`config.mk`:
```
export PLATFORM = sky130hd
export DESIGN_NAME = nibble_bus_responder
export DESIGN_NICKNAME = d
export VERILOG_FILES = /design/src/rtl/nibble_bus_pkg.sv /design/src/rtl/nibble_bus_rsp_ser.sv /design/src/rtl/nibble_bus_responder.sv
export SDC_FILE = /design/constraint.sdc
export NUM_CORES = 1
export LEC_CHECK = 0
export ABC_CLOCK_PERIOD_IN_PS = 2750
export CORE_MARGIN = 2
export CORE_UTILIZATION = 45
export CTS_BUF_LIST = sky130_fd_sc_hd__clkbuf_16
export DETAILED_ROUTE_END_ITERATION = 7
export PLACE_DENSITY = 0.72
export SLEW_MARGIN = 20
export SYNTH_ARGS = -nofsm -noshare
export SYNTH_HDL_FRONTEND = slang
export SYNTH_SLANG_ARGS = --single-unit
```
`constraint.sdc`:
```
create_clock -name clk -period 2.75 [get_ports clk]
set_clock_uncertainty 0.1 [all_clocks]
set_input_delay 0.4125 -clock clk [delete_from_list [all_inputs] [get_ports clk]]
set_output_delay 0.4125 -clock clk [all_outputs]
set_load 0.03 [all_outputs]
```
`src/rtl/nibble_bus_pkg.sv`:
```
// Shared types and constants for the nibble-link responder.
package nibble_bus_pkg;

    localparam int NIBBLE_W = 4;
    localparam logic [NIBBLE_W-1:0] WR_ACK_NIBBLE = 4'hA;

    typedef enum logic [2:0] {
        IDLE,
        WR_COLLECT,
        MEM_REQ,
        MEM_WAIT,
        RSP_SEND
    } nibble_bus_state_e;

endpackage

```
`src/rtl/nibble_bus_rsp_ser.sv`:
```
// Response serializer: loads a word (or a single nibble) and shifts it out
// LSB-first over a valid/ready channel, flagging done on the last accepted nibble.
module nibble_bus_rsp_ser
    import nibble_bus_pkg::*;
#(
    parameter int DATA_W = 32
) (
    input  logic                clk,
    input  logic                rst_n,
    input  logic                load_i,
    input  logic                single_i,
    input  logic [DATA_W-1:0]   word_i,
    output logic [NIBBLE_W-1:0] rsp_nibble_o,
    output logic                rsp_valid_o,
    input  logic                rsp_ready_i,
    output logic                done_o
);

    localparam int NIBBLES = DATA_W / NIBBLE_W;
    localparam int CNT_W   = $clog2(NIBBLES);

    logic [DATA_W-1:0] shreg_q, shreg_d;
    logic [CNT_W-1:0]  left_q, left_d;
    logic              valid_q, valid_d;
    logic              fire;

    assign fire         = valid_q && rsp_ready_i;
    assign done_o       = fire && (left_q == '0);
    assign rsp_nibble_o = shreg_q[NIBBLE_W-1:0];
    assign rsp_valid_o  = valid_q;

    always_comb begin
        shreg_d = shreg_q;
        left_d  = left_q;
        valid_d = valid_q;
        if (load_i) begin
            shreg_d = word_i;
            left_d  = single_i ? '0 : CNT_W'(NIBBLES - 1);
            valid_d = 1'b1;
        end else if (fire) begin
            shreg_d = shreg_q >> NIBBLE_W;
            left_d  = left_q - 1'b1;
            if (left_q == '0) begin
                valid_d = 1'b0;
            end
        end
    end

    always_ff @(posedge clk) begin
        if (!rst_n) begin
            shreg_q <= '0;
            left_q  <= '0;
            valid_q <= 1'b0;
        end else begin
            shreg_q <= shreg_d;
            left_q  <= left_d;
            valid_q <= valid_d;
        end
    end

endmodule

```
`src/rtl/nibble_bus_responder.sv`:
```
// Far-end nibble-link responder: reassembles write beats into word requests and
// serializes read data back. Define NIBBLE_BUS_WR_ACK_EN to acknowledge writes.
module nibble_bus_responder
    import nibble_bus_pkg::*;
#(
    parameter int ADDR_W = 8,
    parameter int DATA_W = 32
) (
    input  logic                  clk,
    input  logic                  rst_n,
    input  logic [NIBBLE_W-1:0]   link_nibble_i,
    input  logic                  link_strb_i,
    input  logic [ADDR_W-1:0]     link_addr_i,
    input  logic                  link_write_i,
    input  logic                  link_valid_i,
    output logic                  link_ready_o,
    output logic [NIBBLE_W-1:0]   link_rsp_nibble_o,
    output logic                  link_rsp_valid_o,
    input  logic                  link_rsp_ready_i,
    output logic                  mem_req_o,
    input  logic                  mem_gnt_i,
    output logic                  mem_we_o,
    output logic [ADDR_W-1:0]     mem_addr_o,
    output logic [DATA_W-1:0]     mem_wdata_o,
    output logic [DATA_W/8-1:0]   mem_be_o,
    input  logic                  mem_rvalid_i,
    input  logic [DATA_W-1:0]     mem_rdata_i
);

    localparam int NIBBLES = DATA_W / NIBBLE_W;
    localparam int CNT_W   = $clog2(NIBBLES);
    localparam logic [CNT_W-1:0]  LAST_CNT = CNT_W'(NIBBLES - 1);
    localparam logic [DATA_W-1:0] ACK_WORD = DATA_W'(WR_ACK_NIBBLE);
`ifdef NIBBLE_BUS_WR_ACK_EN
    localparam bit WR_ACK = 1'b1;
`else
    localparam bit WR_ACK = 1'b0;
`endif

    nibble_bus_state_e state_q, state_d;
    logic [ADDR_W-1:0]  addr_q, addr_d;
    logic [DATA_W-1:0]  wdata_q, wdata_d;
    logic [NIBBLES-1:0] strb_q, strb_d;
    logic               we_q, we_d;
    logic [CNT_W-1:0]   cnt_q, cnt_d;
    logic               ser_load, ser_single, ser_done;
    logic [DATA_W-1:0]  ser_word;

    always_comb begin
        state_d    = state_q;
        addr_d     = addr_q;
        wdata_d    = wdata_q;
        strb_d     = strb_q;
        we_d       = we_q;
        cnt_d      = cnt_q;
        ser_load   = 1'b0;
        ser_single = 1'b0;
        ser_word   = mem_rdata_i;
        unique case (state_q)
            IDLE: begin
                if (link_valid_i) begin
                    addr_d  = link_addr_i;
                    we_d    = link_write_i;
                    wdata_d = '0;
                    strb_d  = '0;
                    cnt_d   = '0;
                    if (link_write_i) begin
                        wdata_d[NIBBLE_W-1:0] = link_nibble_i;
                        strb_d[0]             = link_strb_i;
                        cnt_d                 = CNT_W'(1);
                        state_d               = WR_COLLECT;
                    end else begin
                        state_d = MEM_REQ;
                    end
                end
            end
            WR_COLLECT: begin
                if (link_valid_i) begin
                    wdata_d[cnt_q*NIBBLE_W +: NIBBLE_W] = link_nibble_i;
                    strb_d[cnt_q]                       = link_strb_i;
                    cnt_d                               = cnt_q + 1'b1;
                    if (cnt_q == LAST_CNT) begin
                        cnt_d = '0;
                        // Fully unstrobed writes never touch memory.
                        if (|strb_d) begin
                            state_d = MEM_REQ;
                        end else if (WR_ACK) begin
                            ser_load   = 1'b1;
                            ser_single = 1'b1;
                            ser_word   = ACK_WORD;
                            state_d    = RSP_SEND;
                        end else begin
                            state_d = IDLE;
                        end
                    end
                end
            end
            MEM_REQ: begin
                if (mem_gnt_i) begin
                    if (!we_q) begin
                        state_d = MEM_WAIT;
                    end else if (WR_ACK) begin
                        ser_load   = 1'b1;
                        ser_single = 1'b1;
                        ser_word   = ACK_WORD;
                        state_d    = RSP_SEND;
                    end else begin
                        state_d = IDLE;
                    end
                end
            end
            MEM_WAIT: begin
                if (mem_rvalid_i) begin
                    ser_load = 1'b1;
                    state_d  = RSP_SEND;
                end
            end
            RSP_SEND: begin
                if (ser_done) begin
                    state_d = IDLE;
                end
            end
            default: state_d = IDLE;
        endcase
    end

    always_ff @(posedge clk) begin
        if (!rst_n) begin
            state_q <= IDLE;
            addr_q  <= '0;
            wdata_q <= '0;
            strb_q  <= '0;
            we_q    <= 1'b0;
            cnt_q   <= '0;
        end else begin
            state_q <= state_d;
            addr_q  <= addr_d;
            wdata_q <= wdata_d;
            strb_q  <= strb_d;
            we_q    <= we_d;
            cnt_q   <= cnt_d;
        end
    end

    // Gated by rst_n so the link sees no ready while reset is held.
    assign link_ready_o = rst_n && ((state_q == IDLE) || (state_q == WR_COLLECT));
    assign mem_req_o    = (state_q == MEM_REQ);
    assign mem_we_o     = we_q;
    assign mem_addr_o   = addr_q;
    assign mem_wdata_o  = wdata_q;

    for (genvar b = 0; b < DATA_W/8; b++) begin : g_be
        assign mem_be_o[b] = strb_q[2*b] | strb_q[2*b+1];
    end

    nibble_bus_rsp_ser #(
        .DATA_W (DATA_W)
    ) u_rsp_ser (
        .clk          (clk),
        .rst_n        (rst_n),
        .load_i       (ser_load),
        .single_i     (ser_single),
        .word_i       (ser_word),
        .rsp_nibble_o (link_rsp_nibble_o),
        .rsp_valid_o  (link_rsp_valid_o),
        .rsp_ready_i  (link_rsp_ready_i),
        .done_o       (ser_done)
    );

endmodule

```
Yosys cells after proc, flatten, opt, wreduce, memory -nomap -nowiden --
Cells that the tools add are included.
Word-level totals: bits in registers 91, bits in latches 0, RAM bits 0, memory bits (read-only) 0, bits of input ports 52, output and inout port bits 52, word-level logic and storage cells 82, memories 0
Cells by class: add/subtract/negate cells 3, multipliers 0, div/mod/pow operators 0, magnitude comparators 2, eq/ne operators 11, shift-type cells 2, muxes and demuxes 36, bitwise gates (word level) 4, reduce and logical (&&, ||, !) cells 15
Operators by type and width (number):
- $mux W32 | 4
- $pmux W32 S2 | 1
- $neg A5 Y34 | 1
- $shift A4 B34 Y32 const A | 1
- $shiftx A4 B34 Y32 | 1
- $mux W3 | 11
- $bwmux W32 | 1
- $mux W8 | 2
- $pmux W8 S2 | 1
- $pmux W3 S5 | 1
- $ne A2 B2 Y1 const B | 5
- $bwmux W8 | 1
- $mux W1 | 8
- $reduce_or A8 Y1 | 1
- $eq A3 B2 Y1 const B | 2
- $eq A3 B3 Y1 const B | 2
- $logic_not A3 Y1 | 2
- $mux W2 | 3
- $pmux W3 S2 | 1
- $reduce_and A6 Y1 | 1
- $reduce_bool A2 Y1 | 3
- $logic_and A1 B1 Y1 | 4
- $lt A3 B4 Y1 const B | 1
- $mux W4 | 1
- 10 further kinds | 14

Logic depth before layout (Yosys ltp) --
Gate-level depths: netlist (run 1).
word-level depth 10, gate-level depth with buffers 10, mapped depth without buffers 8

Modules after synthesis --
A second synthesis (run 1) with hierarchy kept.
Second synthesis, totals: cell total of the unflattened synthesis 518, area total of the unflattened synthesis 4564.4 um2
Modules (own cells, without submodules):
- nibble_bus_responder | instances 1, cells an instance 348, area each 2969.1 um2, sequential area each 1101.1 um2
- nibble_bus_rsp_ser | instances 1, cells an instance 170, area each 1595.3 um2, sequential area each 720.7 um2

Worst setup path before layout (run 1) --
OpenSTA, ideal clock, no wires.
kind reg-to-reg, from register cnt_q[0], to register wdata_q[19] (netlist: mem_wdata_o[19]), library setup time 0.076 ns, arrival time 2.634 ns, required time 2.574 ns, path slack -0.060 ns, cell stages (with the launch flop) 11, path buffers 2, clock period less this slack 2.810 ns, cell sequence dfxtp_1 > buf_2 > clkbuf_1 > inv_1 > ha_1 > ha_1 > nand2b_1 > nor4_2 > o21ai_2 > or4_1 > a21boi_0
Between the ends: longest elaborated chain between the ends 5
Ends and longest elaborated chain:
- start: declaration | RTL line nibble_bus_responder.sv:45 | logic [CNT_W-1:0] cnt_q, cnt_d;
- start signal: assignment | RTL line nibble_bus_responder.sv:141 | cnt_q <= cnt_d;
- $neg A5 Y34 * | RTL line nibble_bus_responder.sv:79 | wdata_d[cnt_q*NIBBLE_W +: NIBBLE_W] = link_nibble_i;
- $shiftx A4 B34 Y32 / $shift A4 B34 Y32 (equally long branches) | RTL line nibble_bus_responder.sv:79
- $bwmux W32 * | RTL line nibble_bus_responder.sv:79
- $mux W32 * | RTL line nibble_bus_responder.sv:78 | if (link_valid_i) begin
- $pmux W32 S2 * | RTL line nibble_bus_responder.sv:59 | unique case (state_q)
- end signal: assignment | RTL line nibble_bus_responder.sv:138 | wdata_q <= wdata_d;
- end: declaration | RTL line nibble_bus_responder.sv:42 | logic [DATA_W-1:0] wdata_q, wdata_d;
Mark *: on every way between the ends. The rest lies on a longest branch, timed or not. The select of a mux whose other input is x is not followed. A chain may end at the register's enable or synchronous reset.

Worst setup path in the final report (run 1) --
Ends and elaborated chain as after synthesis.

==> results of run 1 <==
## cells in the mapped netlist, types with 8 or more instances
| master | number | share of area |
|---|---|---|
| nor2_1 | 20 | 0.017 |
| dfxtp_1 | 91 | 0.42 |
| o21ai_0 | 16 | 0.018 |
| nand3_1 | 67 | 0.076 |
| a21boi_0 | 28 | 0.048 |
| nand2_1 | 76 | 0.065 |
| a22oi_1 | 26 | 0.044 |
| clkbuf_1 | 36 | 0.031 |
| o211a_1 | 28 | 0.064 |
| inv_1 | 8 | 0.0068 |
| nand2b_1 | 8 | 0.011 |
| nor2b_1 | 32 | 0.046 |
## state kept, by name (all words and copies together), names as in the netlist
name,flops
state_q,3
u_rsp_ser.shreg_q,32
mem_wdata_o,32
cnt_q,3
mem_addr_o,8
u_rsp_ser.rsp_valid_o,1
strb_q,8
u_rsp_ser.left_q,3
mem_we_o,1
## kinds of logic (layout without fill, tap and decap cells)
| family | count (synthesis) | after routing |
|---|---|---|
| buffers and inverters | 55 | 141 |
| AND/OR/NAND/NOR | 239 | 239 |
| multiplexers | 2 | 2 |
| AO/OA/AOI/OAI | 127 | 127 |
| XOR/XNOR | 2 | 2 |
| adder cells (fa/ha/maj) | 7 | 7 |
| flip-flops | 91 | 91 |
## area by class of cell
| class | instances | share of cell area |
|---|---|---|
| flip-flops and latches | 91 | 0.316 |
| well taps | 133 | 0.0289 |
| repair buffers | 117 | 0.196 |
| inverters | 8 | 0.00521 |
| clock inverters | 7 | 0.00911 |
| multi-input cells | 377 | 0.406 |
| clock buffers | 9 | 0.0391 |
## worst reg2reg max path, stage by stage, from the launching register on
cell and delay [ns]:
dfxtp_1 0.34, inv_1 0.07, ha_1 0.21, ha_1 0.43
nand2b_1 0.22, nor4_4 0.28, o21ai_2 0.14, or4_1 0.49
a21boi_0 0.18
## per-layer routing
metal | vias to the layer above | share of wire
li1 | 2021 | -
met1 | 1923 | 0.44
met2 | 146 | 0.48
met3 | 17 | 0.062
met4 | 0 | 0.015
met5 | - | 0
## per-stage QoR
stage               cells  instance area, um^2  hold WS, ns
floorplan             523                 4400        0.355
global placement      726                 5490        0.353
detailed placement    726                 5490        0.360
CTS                   742                 5770        0.324
global route          742                 5770        0.338
finish                742                 5770        0.332
## power groups by stage
| stage | sequential, mW | clock [mW] | combinational (mW) |
|---|---|---|---|
| finish | 1.51 | 1.15 | 1.04 |
| global route | 1.53 | 1.23 | 1.16 |
| CTS | 1.51 | 1.18 | 1.04 |
| detailed placement | 1.54 | 0 | 1.04 |
| global placement | 1.54 | 0 | 1.02 |
| floorplan | 1.56 | 0 | 0.669 |
## path summary, 6_finish.rpt
path	slack [ns]	from	endpoint	depth (start not counted)
worst max-delay path	0.21	cnt_q[0]	mem_wdata_o[19]	8
worst max register to register	0.21	cnt_q[0]	mem_wdata_o[19]	8
worst min register to register	0.37	mem_wdata_o[16]	mem_wdata_o[16]	2
worst min-delay path	0.33	rst_n	state_q[0]	3
==> results.md, run 1 <==
- Status: finished, final reports clean
- Synth Area in Compound Gates: 0.223
- Top_reg_cell synth: dfxtp_1
- Commonest cells after routing, fill and taps aside: 102 x clkdlybuf4s50_1, 91 x dfxtp_1, 76 x nand2_1
- Critical Path Fanout Max: 7
- Fraction of layout cells with a size suffix above 1: 0.0755
- Most used cell, CP: ha_1
- WP data required: 2.90 ns
- Most common cell after layout, fill and taps aside: clkdlybuf4s50_1
- Fin crit period: 2.54 ns
- Pre-CTS WS: 0.272 ns
- XOR/XNOR share of the synthesized area: 0.00399
- Syn-to-layout area delta: 31.4%
- Initial DRC Count: 205
- Final Wtd Congestion: 0.871
- Die Span Y: 103 um
- Met3 global-route usage: 0.0332
- Worst setup SP type: flop
- Switching power share of the total: 0.337
- Root Driver: clkbuf_16
- Post-cts sizing count: 0
- WL/cell: 15.1 um
- Crit path kind: flop to flop
- Int Pwr: 2.46 mW
- Largest net degree at the start of global routing: 88
- H-tree levels: 3
- Hold_buf cts: 0
- Crit path buf inv count: 1
- Worst vdd ir: 314 uV
- Synth Instances: 523
- Asr flop ratio synth: 0
- Post-CTS Setup Inserts: 0
- Worst skew pair latency: 0.34 ns
- Via density: 5.54
- Final worst slack: 0.205 ns
- ANT cells: 0
- Leakage: 2.28 nW
- Grt total ovfl: 0
- Endpoints failing setup: 0
- Via count: 4107
- DP HPWL: 7740 um
- Initial antenna violation count: 0
- DRT Wirelength: 11200 um
- Syn_nets: 582
- Worst-Margin Slew: 0.776 ns
- Fmax: 0.393 GHz
- Sw Pwr: 1.25 mW
- Grt met1 use: 0.285
- Combinational share of power: 0.282
- Global routing's busiest layer: met2
- Pwr dens: 643 mW/mm^2
- WP data arrival: 2.70 ns
- DR pass1 iterations: 5
- Relative slew slack: 0.483
- Global-route met2 utilization: 0.357
- First-pass GRT wire length: 18300 um
- Footprint of the multi-input gates: 0.00234 mm^2
- Total GRT Usage: 0.216
- Row count: 36
- DRC: 0
- Slowest library cell on the worst path: or4_1
- Period utilisation layout: 0.925
- Critical path cell sequence: inv_1, ha_1, ha_1, nand2b_1, nor4_4, o21ai_2, or4_1, a21boi_0
- Clock Power Share: 0.311
- RSZ-0062 raised after global routing: false
- Number of global-route vias before repair: 3815
- Sequential Power Share: 0.408
- Clk buf depth: 2
- CP top delay family: simple AND/OR/NAND/NOR gates
- Clock transition at path regs: 0.06 ns
- Flops & latches, synth: 91
- Synth warn: 0
- Fin Setup TNS: 0 ns
- NumNets Final: 663
- PortBufs: 103
- Fillers: 894
- IO Count: 104
- Core region area: 0.00964 mm^2
- Clock Sinks: 91
- Register Area: 0.00182 mm^2
- DIE AREA: 0.0106 mm^2
- Layout Utilization: 0.598
- Total CTS buffers: 9
- Adder-Cell Fraction of Synth Area: 0.0200
- Simple-Gate Fraction of Synth Area: 0.279
- Largest family of logic cells by synthesized area: simple AND/OR/NAND/NOR gates
- Max-cap viol count: 0
- Synthesized area: 0.00439 mm^2
- Final hold violations: 0
- Post-Syn Area per Cell: 8.39 um^2
- Post-synthesis sequential area ratio: 0.415
- Fin. max-slew vios: 0
- Total power: 3.71 mW
- Die width: 103 um
- Critical Path Max Stage Delay: 0.49 ns
- Cell variety after synth: 52
- Post-synthesis mux area share: 0.00485
- Number of synthesized flops with an enable pin: 0
- Final ANT Viol Nets: 0
- Worst min path class: input port to flop
- Initial Util: 0.455
- CTS tree: built
- Crit path capture type: flop
No activity file was read; power rests on OpenSTA's default activity.
==> run 2: changes to the inputs <==
--- a/config.mk
+++ b/config.mk
@@ -10,8 +10,8 @@
 export CORE_UTILIZATION = 45
 export CTS_BUF_LIST = sky130_fd_sc_hd__clkbuf_16
 export DETAILED_ROUTE_END_ITERATION = 7
-export PLACE_DENSITY = 0.72
-export SLEW_MARGIN = 20
+export PLACE_DENSITY = 0.8
+export SLEW_MARGIN = 25
 export SYNTH_ARGS = -nofsm -noshare
 export SYNTH_HDL_FRONTEND = slang
 export SYNTH_SLANG_ARGS = --single-unit
==> run 2 against run 1 <==
Power is 5.8% higher. Global-route usage up 1.3 points. Combinational power about the same. Sequential share of layout area shrank 0.34 points. Largest power group unchanged. Highest routed layer unchanged.
==> results.md, run 2 (synthesis gave the netlist of run 1 again) <==
- First-pass GRT wire length: 19200 um
- Grt total ovfl: 0
- DRT Wirelength: 11700 um
- DIE AREA: 0.0106 mm^2
- Max-cap viol count: 0
- Largest net degree at the start of global routing: 88
- Critical Path Fanout Max: 7
- Worst setup SP type: flop
- Relative slew slack: 0.489
- DP HPWL: 7940 um
- Crit path capture type: flop
- CTS tree: built
- Final Wtd Congestion: 0.865
- Most common cell after layout, fill and taps aside: clkdlybuf4s50_1
- Fin. max-slew vios: 0
- Number of global-route vias before repair: 4051
- H-tree levels: 3
- IO Count: 104
- Total power: 3.92 mW
- Total GRT Usage: 0.229
- PortBufs: 103
- ANT cells: 0
- DR pass1 iterations: 5
- Fraction of layout cells with a size suffix above 1: 0.0788
- Fin Setup TNS: 0 ns
- Post-CTS Setup Inserts: 0
- NumNets Final: 663
- Via count: 4174
- Row count: 36
- Layout Utilization: 0.605
- Initial antenna violation count: 0
- Syn-to-layout area delta: 32.8%
- Root Driver: clkbuf_16
- Worst-Margin Slew: 0.767 ns
- Worst min path class: input port to flop
- Period utilisation layout: 0.916
- WP data arrival: 2.67 ns
- Final hold violations: 0
- Pwr dens: 673 mW/mm^2
- Fin crit period: 2.52 ns
- WL/cell: 15.8 um
- Clock transition at path regs: 0.07 ns
- Hold_buf cts: 0
- Clock Sinks: 91
- Final ANT Viol Nets: 0
- Initial DRC Count: 179
- Total CTS buffers: 9
- Clk buf depth: 2
- DRC: 0
- Leakage: 2.32 nW
- Die Span Y: 103 um
- Worst skew pair latency: 0.34 ns
- Fmax: 0.397 GHz
- RSZ-0062 raised after global routing: false
- Endpoints failing setup: 0
- Via density: 5.63
- Core region area: 0.00964 mm^2
- WP data required: 2.91 ns
- Initial Util: 0.455
- Commonest cells after routing, fill and taps aside: 102 x clkdlybuf4s50_1, 91 x dfxtp_1, 76 x nand2_1
- Post-cts sizing count: 0
- Worst vdd ir: 300 uV
- Die width: 103 um
- Crit path kind: flop to flop
- Status: finished, final reports clean
[run 2: changes by cell type in the layout (fill, tap and decap cells not counted)]
cell	delta
buf_12	+1
buf_4	-1
bufinv_16	+2
clkinv_2	+1
clkinv_4	+2
clkinvlp_4	-3
inv_1	-1
inv_6	-1
nand2b_1	-1
nand2b_2	+1
[run 2: final timing paths]
kind                            slack [ns]  depth (start not counted)               to             from
worst max-delay path                  0.23                          8  mem_wdata_o[19]         cnt_q[0]
worst min-delay path                  0.33                          3       state_q[0]            rst_n
worst max register to register        0.23                          8  mem_wdata_o[19]         cnt_q[0]
worst min register to register        0.37                          2  mem_wdata_o[16]  mem_wdata_o[16]
[run 2: critical path, cell delays in order, from the launching register on]
cell and delay [ns]:
dfxtp_1 0.33, inv_1 0.06, ha_1 0.22, ha_1 0.47, nand2b_2 0.19, nor4_4 0.26
o21ai_2 0.12, or4_1 0.48, a21boi_0 0.20
[run 2: final cells by class]
cell class              count  area [um^2]
well taps                 133          166
inverters                   8         30.0
fillers                   890         3810
flip-flops and latches     91         1820
multi-input cells         377         2340
clock buffers               9          225
clock inverters             7          100
repair buffers            117         1140
[run 2: per-stage QoR]
stage	area (um^2)	hold WS (ns)	instances	setup slack, ns
2_1_floorplan	4400	0.355	523	0.0647
3_3_place_gp	5500	0.354	726	0.281
3_5_place_dp	5500	0.362	726	0.213
4_1_cts	5830	0.318	742	0.167
5_1_grt	5830	0.328	742	0.000211
6_report	5830	0.329	742	0.231
[run 2: power breakdown]
| part | switching [mW] | internal, mW | total [mW] |
|---|---|---|---|
| logic | 0.639 | 0.436 | 1.07 |
| registers | 0.0989 | 1.41 | 1.51 |
| clock network | 0.531 | 0.803 | 1.33 |
[run 2: layer usage]
metal  up-vias  wire length, um  track usage
met5         -                0            0
met4         0              159       0.0678
met3        16              801       0.0447
met2       175             5840        0.397
met1      1963             4930        0.290
li1       2020                -            -
